## config.mk

```make
export PLATFORM = sky130hd
export DESIGN_NAME = if_fetch_unit
export DESIGN_NICKNAME = d
export VERILOG_FILES = /design/src/rtl/if_fetch_unit.sv
export SDC_FILE = /design/constraint.sdc
export NUM_CORES = 1
export LEC_CHECK = 0
export BUFFER_PORTS_ARGS = -buffer_cell sky130_fd_sc_hd__clkbuf_2
export CAP_MARGIN = 20
export CORE_MARGIN = 3
export CORE_UTILIZATION = 40
export DETAILED_ROUTE_END_ITERATION = 10
export PLACE_DENSITY = 0.65
export SYNTH_ARGS = -nofsm -noshare
export SYNTH_HDL_FRONTEND = slang
export SYNTH_SLANG_ARGS = --single-unit
```

## constraint.sdc

```tcl
create_clock -name clk -period 5.2 [get_ports clk]
set_input_delay 0.52 -clock clk [delete_from_list [all_inputs] [get_ports clk]]
set_output_delay 0.52 -clock clk [all_outputs]
set_load 0.03 [all_outputs]
```

## src/rtl/if_fetch_unit.sv

```systemverilog
// if_fetch_unit: P5 MIPS instruction fetch stage -- PC register, next-PC select and IF/ID register.
// Optional macro IF_ADDR_CHECK_EN flags misaligned or out-of-range fetches through id_exc.
module if_fetch_unit #(
    parameter logic [31:0] RESET_PC = 32'h0000_3000,
    parameter int          IM_WORDS = 1024
) (
    input  logic        clk,
    input  logic        reset,
    input  logic        stall,
    input  logic        flush,
    input  logic        redirect,
    input  logic [31:0] redirect_target,
    output logic [31:0] im_pc,
    input  logic [31:0] im_instr,
    output logic [31:0] id_instr,
    output logic [31:0] id_pc,
    output logic [31:0] id_pc8,
    output logic        id_valid,
    output logic [31:0] fetch_count,
    output logic        id_exc
);

    logic [31:0] r_pc;
    logic [31:0] r_idInstr;
    logic [31:0] r_idPc;
    logic [31:0] r_idPc8;
    logic        r_idValid;
    logic [31:0] r_fetchCount;
    logic        r_idExc;

    logic [31:0] w_pcPlus4;
    logic [31:0] w_pcPlus8;
    logic [31:0] w_nextPc;
    logic        w_addrBad;

    assign w_pcPlus4 = r_pc + 32'd4;
    assign w_pcPlus8 = r_pc + 32'd8;
    assign w_nextPc  = redirect ? redirect_target : w_pcPlus4;

`ifdef IF_ADDR_CHECK_EN
    // 33-bit limit so a text segment ending at the top of the address space cannot wrap.
    localparam logic [32:0] PC_LIMIT = {1'b0, RESET_PC} + (33'(IM_WORDS) << 2);

    assign w_addrBad = (r_pc[1:0] != 2'b00) || (r_pc < RESET_PC) || ({1'b0, r_pc} >= PC_LIMIT);
`else
    assign w_addrBad = 1'b0;
`endif

    // Stall freezes both PC and IF/ID, so a redirect or flush seen during a stall is dropped.
    always_ff @(posedge clk) begin
        if (reset) begin
            r_pc         <= RESET_PC;
            r_idInstr    <= '0;
            r_idPc       <= '0;
            r_idPc8      <= '0;
            r_idValid    <= 1'b0;
            r_fetchCount <= '0;
            r_idExc      <= 1'b0;
        end else if (!stall) begin
            r_pc <= w_nextPc;
            if (flush) begin
                r_idInstr <= '0;
                r_idValid <= 1'b0;
                r_idExc   <= 1'b0;
            end else begin
                r_idInstr    <= w_addrBad ? 32'd0 : im_instr;
                r_idPc       <= r_pc;
                r_idPc8      <= w_pcPlus8;
                r_idValid    <= 1'b1;
                r_idExc      <= w_addrBad;
                r_fetchCount <= r_fetchCount + 32'd1;
            end
        end
    end

    assign im_pc       = r_pc;
    assign id_instr    = r_idInstr;
    assign id_pc       = r_idPc;
    assign id_pc8      = r_idPc8;
    assign id_valid    = r_idValid;
    assign fetch_count = r_fetchCount;
    assign id_exc      = r_idExc;

endmodule

```

==> impl_metrics.yaml <==
clocking:
  clkLatencyLatePin_ns: 0.43
  cts_hold_repair.buffers: 0
  tritoncts: "built"
  cts-root-buf: "clkbuf_16"
  cts_sinks: 158
  cts-buffers-inserted: 17
  clockBufferDepth: 2
  cts.repair.resized: 0
  post-cts-setup-buffers: 0
  cts_max_level: 4
  path_clk_slew_ns: 0.07
sta:
  setup_viol: 0
  skew_ns: 0.0114
  timing_worst_slew_pin_value_ns: 0.928
  post_route_setup_tns_ns: 0
  period_minus_slack_ns: 2.68
  final_max_slew_viol_count: 0
  timing.slew.headroom: 0.375
  finalHoldViolCount: 0
  setup_repair_after_global_routing_missed_its_margin: "no"
  clock.fmax_mhz: 373
  minimum_hold_slack_ns: 0.317
  post-route-period-util: 0.516
setup_path:
  cp.required_ns: 5.55
  worst-r2r-setup-slack_ns: 2.52
  ff2ff_path_depth: 6
  cp_slowest_stage_delay_ns: 0.65
  crit-reg2reg-capture: "im_pc[26]$_SDFFE_PP0N_"
  start_kind: "register"
  critical_path.endpoint_type: "register"
  critical_path_peak_fanout: 14
  worstSetupPathType: "reg2reg"
  crit_slowest_cell: "dfxtp_1"
  crit_arrival_ns: 3.03
  cp_cell_sequence: "ha_1, nand3_1, or4_4, or4_1, or3_1, a31oi_1"
  timing.rr.start: "im_pc[3]$_SDFFE_PP0N_"
synthesis:
  syn-cell-area_um2: 7240
  post_synthesis_area_per_instance_um2: 7.95
  synthesis.nets: 983
  yosys_register_bits: 158
  netlist_instances: 911
  yosysUniqueCellTypes: 55
  synth_seq_area_share: 0.437
  count_of_flip_flops_with_a_built_in_enable_after_synthesis: 0
  synth_flop_cell: "dfxtp_1"
  synth-async-reset-ratio: 0
  number_of_warnings_issued_by_yosys: 0
die:
  initial_core_utilization: 0.413
  die_span_x_um: 141
  die_h_um: 141
  pin_count: 231
  core_um2: 17500
  floorplan.rows: 48
  floorplan.die_area_um2: 19800
detailed_routing:
  detail_route.drc_violations: 0
  vias: 7122
  drt-pass1-iter-count: 6
  remaining_antenna_violation_count_after_routing: 0
  routed_wirelength_um: 22400
  dr.first_iter.drc_count: 541
  detail_route.vias_per_cell: 5.42
  avgRoutedWirePerCell_um: 17.1
global_route:
  grt_max_degree: 86
  grt_usage: 0.222
  grt_pass1_vias: 6494
  grt-ovfl-total: 0
  grt_first_pass_wirelength_um: 35600
  grt_antenna_before_repair: 1
min_path:
  worst_hold_path.endpoint: "im_pc[1]$_SDFFE_PP0P_"
  holdCritPathClass: "in2reg"
  worstHoldStart: "redirect_target[1]"
  cell_depth_of_the_worst_min_delay_path: 3
placed_design:
  place_hpwl_um: 15400
  gp_congestion: 0.903
  placedInstanceArea_um2: 8340
  placed_cells: 1282
  io_buffers: 229
layout:
  layout_commonest_cell: "clkbuf_2"
  fin_cells: 1313
  fin_area_um2: 8950
  synthToLayoutAreaGrowth_pct: 23.6
  most-common-layout-cells: "clkbuf_2 (228), dfxtp_1 (158), nor2_1 (134)"
  drive_gt1_frac: 0.257
  finalNetCount: 1149
  n_antenna_cell: 0
run_status:
  outcome: "completed"
flow_run:
  maxCapViolCount: 0
pwr:
  vdd_ir_drop_max_mv: 0.238
  total_power_per_unit_cell_area_nw_per_um2: 330
  p_leak_nw: 3.53
==> layer usage <==
metal,global-route usage,up-vias,share of wire
met1,0.296,3247,0.43
met3,0.0666,36,0.096
met5,0,-,0.00058
li1,-,3506,-
met4,0.0775,2,0.019
met2,0.344,331,0.46
==> logic make-up after synthesis <==
kind of cell    after synthesis  synth area share
mux                           5           0.00726
flops                       158             0.437
xor+xnor                     54            0.0653
buf+inv                     103            0.0600
fa+ha+maj                     3           0.00518
other cells                   1          0.000518
compound gates              180             0.159
simple gates                407             0.265
==> where the power goes <==
part	switching [mW]	internal [mW]
Combinational	0.225	0.105
Sequential	0.0618	1.26
Clock	0.507	0.800
==> state kept, by name (all words and copies together) (netlist names) <==
name and flops:
id_pc8 29, id_pc 32, fetch_count 32, im_pc 32, id_instr 32, id_valid 1
==> cells in the mapped netlist, types with 13 or more instances <==
cell type	count	area share
nand4_1	26	0.022
nor3_1	24	0.017
o21ai_0	14	0.0097
inv_1	13	0.0067
a21oi_1	66	0.046
clkbuf_1	67	0.035
xnor2_1	34	0.041
nand3_1	38	0.026
a211oi_1	32	0.033
nor2_1	135	0.070
a22oi_1	35	0.036
nor4_1	19	0.016
xor2_1	20	0.024
nand2_1	112	0.058
dfxtp_1	158	0.44
==> critical path: cells and delay by family, from the launching register on <==
family	cells	cell delay, ns
DFF	1	0.65
AOI/OAI and AO/OA	1	0.15
and+or+nand+nor	4	1.36
adders and majority gates	1	0.45
==> per-stage QoR <==
step	worst slack [ns]	util	power [mW]
5_1_grt	2.31	0.510	3.07
2_1_floorplan	2.75	-	1.56
6_report	2.52	0.510	2.95
3_5_place_dp	2.29	0.476	1.67
4_1_cts	2.39	0.510	2.98
3_3_place_gp	2.33	0.476	1.67
==> final cells by class <==
class | instances | area, um2
inverters | 14 | 52.6
multi-input cells | 650 | 3650
clock buffers | 20 | 437
fillers | 1722 | 8590
repair buffers | 236 | 1200
well taps | 225 | 282
clock inverters | 10 | 165
flip-flops and latches | 158 | 3160
==> worst max-delay path by stage <==
stage                                startpoint                      end  slack [ns]
after floorplan           im_pc[3]$_SDFFE_PP0N_   im_pc[26]$_SDFFE_PP0N_        2.75
after global placement                 redirect   im_pc[29]$_SDFFE_PP0N_        2.33
after detailed placement               redirect   im_pc[29]$_SDFFE_PP0N_        2.29
after CTS                 im_pc[3]$_SDFFE_PP0N_   im_pc[30]$_SDFFE_PP0N_        2.39
after global routing      im_pc[3]$_SDFFE_PP0N_  id_pc8[31]$_SDFFE_PP0P_        2.31
final                     im_pc[3]$_SDFFE_PP0N_   im_pc[26]$_SDFFE_PP0N_        2.52
Note: power is estimated with default switching activity, not from simulation.
